### src/rtl/lamp_pkg.sv
// Shared constants, fault codes and FSM state type for the lamp feedback decoder.
package lamp_pkg;

    localparam int unsigned LAMP_COUNT = 16;

    localparam logic [1:0] FAULT_OK        = 2'b00;
    localparam logic [1:0] FAULT_BUBBLE    = 2'b01;
    localparam logic [1:0] FAULT_OVERRANGE = 2'b10;

    typedef enum logic [1:0] {
        S_SETTLE,
        S_REPORT,
        S_HOLD
    } state_t;

    function automatic logic [3:0] popcount15(input logic [14:0] v);
        logic [3:0] c;
        c = '0;
        for (int unsigned i = 0; i < 15; i++) begin
            c = c + 4'(v[i]);
        end
        return c;
    endfunction

endpackage

### src/rtl/lamp_thermo_decode.sv
// Combinational thermometer-code decoder for the lamp feedback pattern.
// LAMP_BUBBLE_CORRECT_EN: bubble patterns report popcount instead of 0.
module lamp_thermo_decode
    import lamp_pkg::*;
(
    input  logic [LAMP_COUNT-1:0] pattern,
    output logic [3:0]            count,
    output logic [1:0]            fault
);

    logic thermo;

    always_comb begin
        count  = '0;
        fault  = FAULT_OK;
        // 2^n-1 patterns are exactly those with no bit set above a clear bit
        thermo = ((pattern & (pattern + 16'd1)) == '0);
        if (pattern[LAMP_COUNT-1]) begin
            count = 4'd15;
            fault = FAULT_OVERRANGE;
        end else if (thermo) begin
            count = popcount15(pattern[14:0]);
        end else begin
            fault = FAULT_BUBBLE;
`ifdef LAMP_BUBBLE_CORRECT_EN
            count = popcount15(pattern[14:0]);
`else
            count = '0;
`endif
        end
    end

endmodule

### src/rtl/lamp_feedback_decoder.sv
// Synchronises and debounces lamp feedback, decodes the active-light count and
// reports each newly settled pattern over valid/ready. Uses LAMP_BUBBLE_CORRECT_EN.
module lamp_feedback_decoder
    import lamp_pkg::*;
#(
    parameter int unsigned STABLE_CYCLES = 4
) (
    input  logic                  clk,
    input  logic                  rst,
    input  logic [LAMP_COUNT-1:0] lamp_feedback,
    input  logic                  count_ready,
    output logic                  count_valid,
    output logic [3:0]            active_count,
    output logic [1:0]            fault,
    output logic [7:0]            fault_cnt
);

    localparam logic [7:0] STABLE_TH = 8'(STABLE_CYCLES - 1);

    logic [LAMP_COUNT-1:0] q1, q2, last_pattern;
    logic [7:0]            stab_cnt;
    logic                  first;
    logic                  stable, q2_change, load, handshake;
    logic [3:0]            dec_count;
    logic [1:0]            dec_fault;
    state_t                state, state_next;

    assign q2_change = (q1 != q2);
    assign stable    = (stab_cnt >= STABLE_TH);

    lamp_thermo_decode u_decode (
        .pattern (q2),
        .count   (dec_count),
        .fault   (dec_fault)
    );

    always_ff @(posedge clk or posedge rst) begin
        if (rst) begin
            q1       <= '0;
            q2       <= '0;
            stab_cnt <= '0;
        end else begin
            q1 <= lamp_feedback;
            q2 <= q1;
            if (q2_change) begin
                stab_cnt <= '0;
            end else if (stab_cnt != 8'hFF) begin
                stab_cnt <= stab_cnt + 8'd1;
            end
        end
    end

    always_comb begin
        state_next = state;
        load       = 1'b0;
        handshake  = 1'b0;
        case (state)
            S_SETTLE: begin
                if (stable && (first || q2 != last_pattern)) begin
                    load       = 1'b1;
                    state_next = S_REPORT;
                end else if (stable) begin
                    state_next = S_HOLD;
                end
            end
            S_REPORT: begin
                if (count_ready) begin
                    handshake  = 1'b1;
                    state_next = (stable && q2 == last_pattern) ? S_HOLD : S_SETTLE;
                end
            end
            S_HOLD: begin
                // also leave if q2 moved on the very edge HOLD was entered
                if (q2_change || q2 != last_pattern) begin
                    state_next = S_SETTLE;
                end
            end
            default: state_next = S_SETTLE;
        endcase
    end

    always_ff @(posedge clk or posedge rst) begin
        if (rst) begin
            state        <= S_SETTLE;
            count_valid  <= 1'b0;
            active_count <= '0;
            fault        <= FAULT_OK;
            fault_cnt    <= '0;
            last_pattern <= '0;
            first        <= 1'b1;
        end else begin
            state <= state_next;
            if (load) begin
                active_count <= dec_count;
                fault        <= dec_fault;
                last_pattern <= q2;
                first        <= 1'b0;
                count_valid  <= 1'b1;
            end
            if (handshake) begin
                count_valid <= 1'b0;
                if (fault != FAULT_OK && fault_cnt != 8'hFF) begin
                    fault_cnt <= fault_cnt + 8'd1;
                end
            end
        end
    end

endmodule

### config.mk
export PLATFORM = sky130hd
export DESIGN_NAME = lamp_feedback_decoder
export DESIGN_NICKNAME = d
export VERILOG_FILES = /design/src/rtl/lamp_pkg.sv /design/src/rtl/lamp_thermo_decode.sv /design/src/rtl/lamp_feedback_decoder.sv
export SDC_FILE = /design/constraint.sdc
export NUM_CORES = 1
export LEC_CHECK = 0
export CAP_MARGIN = 0
export CORE_ASPECT_RATIO = 1.5
export CORE_UTILIZATION = 51
export DETAILED_ROUTE_END_ITERATION = 8
export PLACE_DENSITY = 0.75
export SKIP_CTS_REPAIR_TIMING = 1
export SYNTH_ARGS = -nofsm -noshare
export SYNTH_HDL_FRONTEND = slang
export SYNTH_SLANG_ARGS = --single-unit
export TNS_END_PERCENT = 1
### constraint.sdc
create_clock -name clk -period 3.85 [get_ports clk]
set_input_delay 0.5775 -clock clk [delete_from_list [all_inputs] [get_ports clk]]
set_output_delay 0.5775 -clock clk [all_outputs]
set_load 0.1 [all_outputs]
==> results of run 1 <==
[sequential cells by signal (all words and copies together) (netlist names)]
name	cells
active_count	4
fault	2
count_valid	1
last_pattern	15
state	2
fault_cnt	8
q2	16
first	1
q1	16
stab_cnt	8
[worst paths after layout]
path / from / to / cells past startpoint / slack (ns)
worst max-delay path: q2[1] / active_count[2] / 11 / -0.1
worst min-delay path: q1[2] / q2[2] / 0 / 0.39
worst max register to register: q2[1] / active_count[2] / 11 / -0.1
worst min register to register: q1[2] / q2[2] / 0 / 0.39
max in group asynchronous: rst / q2[1] / 3 / 2.43
min in group asynchronous: rst / fault_cnt[5] / 2 / 0.74
[cells by family after synthesis]
family,after synthesis
AO/OA/AOI/OAI,27
XOR/XNOR,46
adder cells (fa/ha/maj),19
buffers and inverters,34
flip-flops,73
multiplexers,23
AND/OR/NAND/NOR,61
[metal layers]
| metal | track usage [%] | up-vias | part of all wire (%) |
|---|---|---|---|
| met5 | 0 | - | 0 |
| met4 | 9.71 | 0 | 2.7 |
| met3 | 6.42 | 12 | 3.6 |
| met2 | 39.7 | 51 | 56 |
| met1 | 22.6 | 1145 | 37 |
| li1 | - | 1061 | - |
[power breakdown]
group	internal, mW	total (mW)	switching [mW]
combinational	0.152	0.305	0.153
clock	0.335	0.608	0.274
sequential	0.784	0.802	0.0185
[cell usage after synthesis, drive strengths merged]
cell type	count	area, sq um
a31oi	4	25.0
xnor2	9	78.8
inv	21	78.8
a311oi	2	17.5
and2	1	6.26
nand2	9	36.3
a2111oi	1	27.5
o31a	1	8.76
or3b	1	8.76
dfstp	1	26.3
and3	5	31.3
fa	9	180
a41o	4	40.0
xor2	37	324
or4	1	11.3
nor4	10	68.8
o21a	2	15.0
a21boi	1	7.51
a21o	1	7.51
ha	10	125
nor2b	4	25.0
nand3	6	35.0
and4	3	26.3
nor3	3	15.0
a21oi	6	30.0
nand4	8	50.1
mux2i	1	10.0
mux2	22	248
o21ai	3	15.0
nand3b	1	7.51
buf	11	57.6
dfrtp	72	1800
clkbuf	2	7.51
nand2b	1	6.26
nor2	8	30.0
a2111o	1	11.3
o22ai	1	6.26
[through the flow]
stage          TNS (ns)  std cells  hold slack, ns  util [%]  setup slack [ns]
6_report         -0.103        412           0.393      64.7           -0.0990
5_1_grt          -0.299        412           0.409      64.7            -0.168
4_1_cts          -0.165        412           0.399      64.4           -0.0845
3_5_place_dp     -0.118        396           0.383      61.3           -0.0679
3_3_place_gp   -0.00295        396           0.376      61.3          -0.00295
2_1_floorplan   -0.0128        283           0.371         -           -0.0128
[worst reg2reg max path, stage by stage, from the launching register on]
cell and delay, ns:
dfrtp_2 0.43, ha_4 0.25, fa_1 0.46, fa_2 0.56
fa_1 0.43, fa_1 0.51, inv_2 0.05, ha_4 0.16
fa_2 0.34, xor2_1 0.17, a41o_1 0.24, mux2_2 0.25
[cell type report]
| type | count | area (sq um) |
|---|---|---|
| repair buffers | 50 | 470 |
| multi-input cells | 176 | 1570 |
| clock buffers | 12 | 155 |
| inverters | 21 | 78.8 |
| clock inverters | 4 | 51.3 |
| flip-flops and latches | 73 | 1830 |
| well taps | 76 | 95.1 |
| fillers | 522 | 2320 |
==> summary.txt, run 1 <==
Power and ir drop
  • PwrDens: approximately 400 nW/um^2
  • Total power: 1.72 mW
  • Peak VDD IR: approximately 0.00025 V
  • Leak Pwr: 2.03 nW

Drt
  • DRT iter0 DRCs: 90
  • Total wire length: approximately 7 mm
  • Final antenna-violating net count: 0
  • Post-route DRC: 0
  • Avg WL per Cell: approximately 17 microns
  • Detailed-router iteration count before antenna repair: 6
  • Via total after detailed routing: around 2300
  • Vias per Instance: approximately 5.5

Timing
  • Final period util: 103%
  • Final setup margin: -0.0990 ns
  • Minimum clock period: slightly below 4 ns
  • Final hold viol count: 0
  • Setup Skew: between 0.01 and 0.015 ns
  • Fmax: about 250 MHz
  • Slew Viols, Final: 0
  • # setup viols final: 2
  • RSZ-0062 raised after global routing: true
  • Least-Margin Pin Slew: ~0.99 ns
  • Relative slew slack: approximately 34%

Worst setup path
  • CP delay by family, top: adder cells
  • Cell repeated most along the worst path: fa_1
  • Critical path cell sequence: ha_4 > fa_1 > fa_2 > fa_1 > fa_1 > inv_2 > ha_4 > fa_2 > xor2_1 > a41o_1 > mux2_2
  • CP peak stage delay: approximately 0.56 ns
  • Critical Path Fanout Max: 2
  • CP max stage cell: fa_2
  • Critical path type: reg -> reg
  • WP data required: between 4 and 5 ns
  • CP startpoint kind: flip-flop
  • CP arrival: roughly 4.2 ns
  • Worst Setup End Kind: flip-flop
  • Crit path buffers/inverters: 1

Yosys
  • Area share of and/or/nand/nor cells after synthesis: 10.2%
  • Mapped Nets: roughly 320
  • Main combinational cell family by area after synthesis: XOR/XNOR gates
  • Syn Inst Count: between 200 and 300
  • Synth Area in Compound Gates: 6.03%
  • Synth Area per Inst: 12.4 sq um
  • Synth Area in Adders: under 10%
  • Yosys warns: 0
  • Mux contribution to synthesized area: ~7.3%
  • Number of unique standard cell types used by synthesis: 42
  • Flops & latches, synth: 73
  • Cell area after synthesis: 3510 sq um
  • Synth Area in XOR/XNOR: a little under an eighth
  • Seq/Total Area, Yosys: 52.1%

Clocking
  • Number of CTS-inserted buffers: 9
  • Clk_lat worst skew: 0.36 ns
  • CTS tree: built
  • H-Tree Depth: 3
  • Longest Clk Path Bufs: 2
  • CTS sink count: 73
  • Clock tree root driver cell: clkbuf_8
  • Clk pin slew, worst setup/hold paths: roughly 0.070 ns

Floorplan
  • Row cnt: 36
  • Die Ht: between 100 and 150 microns
  • Initial core utilization: ~53%
  • Die W: between 60 and 70 microns
  • Core Region: between 6000 and 7000 sq um
  • I/O pin cnt: 34
  • Die ar.: a little over 7000 sq um

Finish
  • Area growth syn-to-layout: 21.3%
  • Final Instance Area: roughly 4300 sq um
  • Commonest non-fill, non-tap cells in the layout: 71 x dfrtp_1, 37 x xor2_1, 33 x clkdlybuf4s50_1
  • Nets@finish: 369
  • Diodes inserted: 0
  • Layout cells sized above 1: 21.1%
  • Commonest non-fill, non-tap cell in the layout: dfrtp_1

GRT
  • Initial antenna violation count: 0
  • Vias in the first global route: about 2400
  • First-pass GRT wire length: roughly 12 mm
  • Grt total ovfl: 0
  • Aggregate global-route resource usage: a little over a fifth
  • Largest net degree at the start of global routing: between 40 and 50

Min path
  • Hold Path Class: reg -> reg

Placement
  • I/O Buffers: 33
  • DP HPWL: roughly 5.2 mm
  • Placed cell areas: between 4000 and 5000 sq um
  • Global placer's final weighted congestion: about 0.90

Flow run
  • Maxcap violations: 0

Status
  • Status: finished, violations left
  • Failing checks: setup timing
Power figures use the tool's default switching activity.
==> run 2, diff against run 1 <==
--- a/config.mk
+++ b/config.mk
@@ -7,11 +7,13 @@
 export LEC_CHECK = 0
 export CAP_MARGIN = 0
 export CORE_ASPECT_RATIO = 1.5
-export CORE_UTILIZATION = 51
+export CORE_UTILIZATION = 52
 export DETAILED_ROUTE_END_ITERATION = 8
-export PLACE_DENSITY = 0.75
+export PLACE_DENSITY = 0.76
+export SETUP_SLACK_MARGIN = 0.3
 export SKIP_CTS_REPAIR_TIMING = 1
 export SYNTH_ARGS = -nofsm -noshare
 export SYNTH_HDL_FRONTEND = slang
+export SYNTH_HIERARCHICAL = 1
 export SYNTH_SLANG_ARGS = --single-unit
 export TNS_END_PERCENT = 1
==> run 2 against run 1 <==
Against the previous run:
- the flow now finishes without violations
- non-clock buffer count down 4
- worst setup slack better by 0.18 ns
- sequential cell count up 1
- cell area up 2.1%
- critical path type unchanged
- largest power group unchanged
==> summary.txt, run 2 <==
Clocking
  • CTS tree: built
  • Clk_lat worst skew: 0.35 ns (about the same)
  • Number of CTS-inserted buffers: 9 (unchanged)
  • H-Tree Depth: 3 (unchanged)
  • Longest Clk Path Bufs: 2 (unchanged)
  • Clock tree root driver cell: clkbuf_8
  • Clk pin slew, worst setup/hold paths: 0.08 ns (about the same)
  • CTS sink count: 74 (+1.4%)

GRT
  • Vias in the first global route: 2393 (-1.7%)
  • Peak-usage layer in the global routing report: met2
  • Aggregate global-route resource usage: 20.5% (-1.3 points)
  • Met3 Use GR: 5.33% (-1.1 points)
  • First-pass GRT wire length: 11.3 mm (-3.9%)
  • Met2 usage: 34.5% (-5.2 points)
  • Initial antenna violation count: 0 (unchanged)
  • Grt total ovfl: 0 (unchanged)
  • M1 GR Usage: 23.5% (+0.95 points)
  • Largest net degree at the start of global routing: 35 (-20%)

Worst setup path
  • R2r startpoint: q2[5]
  • CP delay by family, top: adder cells
  • Critical path cell sequence: fa_1 > inv_1 > fa_1 > fa_1 > fa_1 > fa_2 > fa_2 > xor2_1 > o41ai_2 > mux2_4
  • CP peak stage delay: 0.54 ns (-0.02 ns)
  • Critical path type: reg -> reg
  • CP startpoint kind: flip-flop
  • WP data required: 4.09 ns (about the same)
  • Critical Path Fanout Max: 2 (unchanged)
  • Setup crit start: q2[5]
  • CP arrival: 4.00 ns (-0.19 ns)
  • Cell repeated most along the worst path: fa_1
  • CP max stage cell: fa_1
  • Worst flop-to-flop path endpoint: active_count[2]
  • Crit path buffers/inverters: 1 (unchanged)
  • Setup crit end: active_count[2]
  • Reg2reg path depth: 10 (-1)
  • Critical path depth: 10 (-1)
  • Worst Setup End Kind: flip-flop
  • Reg2Reg Setup Slack: 0.09 ns (+0.18 ns)

Yosys
  • Cell area after synthesis: 3640 sq um (+3.9%)
  • Flops & latches, synth: 74 (+1.4%)
  • Post-synth EDFFs: 0 (unchanged)
  • Top cells by count, synth: 73 x dfrtp_1, 39 x xor2_1, 22 x inv_1
  • Top_reg_cell synth: dfrtp_1
  • Main area contributors after synthesis: dfrtp_1 50%, xor2_1 9.4%, mux2_4 7.8%
  • Syn Inst Count: 279 (-1.4%)
  • Cell accounting for the most synthesized area: dfrtp_1
  • Mapped Nets: 315 (-1.9%)
  • Synth Area per Inst: 13.1 sq um (+5.4%)
  • Number of unique standard cell types used by synthesis: 43 (+2.4%)
  • Count leader, synth: dfrtp_1
  • Seq/Total Area, Yosys: 50.9% (-1.3 points)
  • Yosys warns: 6 (+6)
  • Yosys top cell area share: 50.1% (-1.2 points)
  • Share of synthesized registers carrying an async set or reset: 100% (unchanged)

Timing
  • Final setup margin: 0.0852 ns (+0.184 ns)
  • Final hold viol count: 0 (unchanged)
  • Relative slew slack: 33.9% (+0.043 points)
  • Slew Viols, Final: 0 (unchanged)
  • Fmax: 266 MHz (+4.9%)
  • Sum of negative setup slack: 0 ns (+0.103 ns)
  • RSZ-0062 raised after global routing: true
  • Minimum clock period: 3.76 ns (-0.184 ns)
  • Worst Hold Slack: 0.389 ns (-0.00381 ns)
  • Final period util: 97.8% (-4.8 points)
  • Setup Skew: 0.0148 ns (+0.00148 ns)
  • Least-Margin Pin Slew: 0.989 ns (-0.000642 ns)
  • # setup viols final: 0 (-2)

Floorplan
  • Die Ht: 105 microns (+0.93%)
  • Die W: 70.3 microns (+0.91%)
  • Die ar.: 7350 sq um (+1.8%)
  • Initial core utilization: 53.5% (+0.21 points)
  • Core Region: 6810 sq um (+3.5%)
  • Row cnt: 37 (+2.8%)
  • I/O pin cnt: 34 (unchanged)

Drt
  • DRT iter0 DRCs: 141 (+57%)
  • Via total after detailed routing: 2267 (-0.088%)
  • Post-route DRC: 0 (unchanged)
  • Detailed-router iteration count before antenna repair: 4 (-2)
  • Final antenna-violating net count: 0 (unchanged)
  • Total wire length: 6.66 mm (-5.0%)
  • Avg WL per Cell: 16.0 microns (-5.9%)
  • Vias per Instance: 5.45 (-1.0%)

Finish
  • Regs by FF count: last_pattern x16, q1 x16, q2 x16
  • Diodes inserted: 0 (unchanged)
  • Final Instance Area: 4340 sq um (+2.1%)
  • Commonest non-fill, non-tap cells in the layout: 69 x dfrtp_1, 39 x xor2_1, 33 x clkdlybuf4s50_1
  • Area of the multi-input gates: 1670 sq um (+6.4%)
  • Sequential Area: 1860 sq um (+1.6%)
  • Commonest non-fill, non-tap cell in the layout: dfrtp_1
  • Finished Layout Cells: 416 (+0.97%)
  • Nets@finish: 369 (unchanged)
  • FILL cells: 517 (-0.96%)
  • Area growth syn-to-layout: 19.1%
  • Layout cells sized above 1: 21.6% (+0.47 points)

Power and ir drop
  • Leak Pwr: 2.09 nW (+3.3%)
  • PwrDens: 380 nW/um^2 (-5.8%)
  • Peak VDD IR: 0.000260 V (+3.4%)

Placement
  • Placed Cells: 400 (+1.0%)
  • Worst slack at placement: 0.0408 ns (+0.109 ns)
  • Global placer's final weighted congestion: 0.855 (-4.7%)
  • DP HPWL: 4.93 mm (-5.0%)
  • I/O Buffers: 33 (unchanged)
  • Placed cell areas: 4130 sq um (+2.5%)

Flow run
  • Maxcap violations: 0 (unchanged)

Status
  • Status: complete, no violations

Min path
  • Hold depth: 0 (unchanged)
  • Hold Path Class: reg -> reg
[run 2: area by class of cell]
cell class | instances | area share [%]
flip-flops and latches | 74 | 42.8
multi-input cells | 180 | 38.5
repair buffers | 46 | 9.86
clock buffers | 9 | 2.85
well taps | 78 | 2.25
inverters | 22 | 1.90
clock inverters | 7 | 1.79
[run 2: kinds of logic after synthesis]
kind of cell	count (synthesis)	share of synthesized area (%)
flip-flops	74	50.9
AO/OA/AOI/OAI	25	5.43
XOR/XNOR	45	10.8
AND/OR/NAND/NOR	69	12.1
buffers and inverters	25	3.57
adder cells (fa/ha/maj)	17	7.90
multiplexers	24	9.34
[run 2: report_power, final]
group / internal, mW / total [mW] / switching, mW
registers: 0.794 / 0.812 / 0.0182
logic: 0.109 / 0.232 / 0.123
clock network: 0.305 / 0.604 / 0.300
total: 1.21 / 1.65 / 0.441
[run 2: how the worst min path moves through the flow]
| stage | slack (ns) | start | to |
|---|---|---|---|
| after floorplan | 0.37 | q1[0] | q2[0] |
| after global placement | 0.38 | q1[13] | q2[13] |
| after detailed placement | 0.38 | q1[14] | q2[14] |
| after CTS | 0.40 | q1[14] | q2[14] |
| after global routing | 0.40 | q1[14] | q2[14] |
| final | 0.39 | q1[8] | q2[8] |
[run 2: worst reg2reg max path, stage by stage, from the launching register on]
cell	delay, ns
dfrtp_2	0.42
fa_1	0.54
inv_1	0.05
fa_1	0.45
fa_1	0.54
fa_1	0.43
fa_2	0.37
fa_2	0.34
xor2_1	0.17
o41ai_2	0.08
mux2_4	0.27
[run 2: metal layers]
metal	share of wire [%]	vias to the layer above
met3	3.3	13
met2	52	64
met1	41	1121
li1	-	1069
met5	0	-
met4	3.0	0
[run 2: metrics by stage]
stage | power [mW] | util (%)
final | 1.65 | 63.8
after detailed placement | 1.06 | 60.7
after global routing | 1.73 | 63.8
after global placement | 1.05 | 60.7
after floorplan | 0.985 | -
after CTS | 1.67 | 63.6
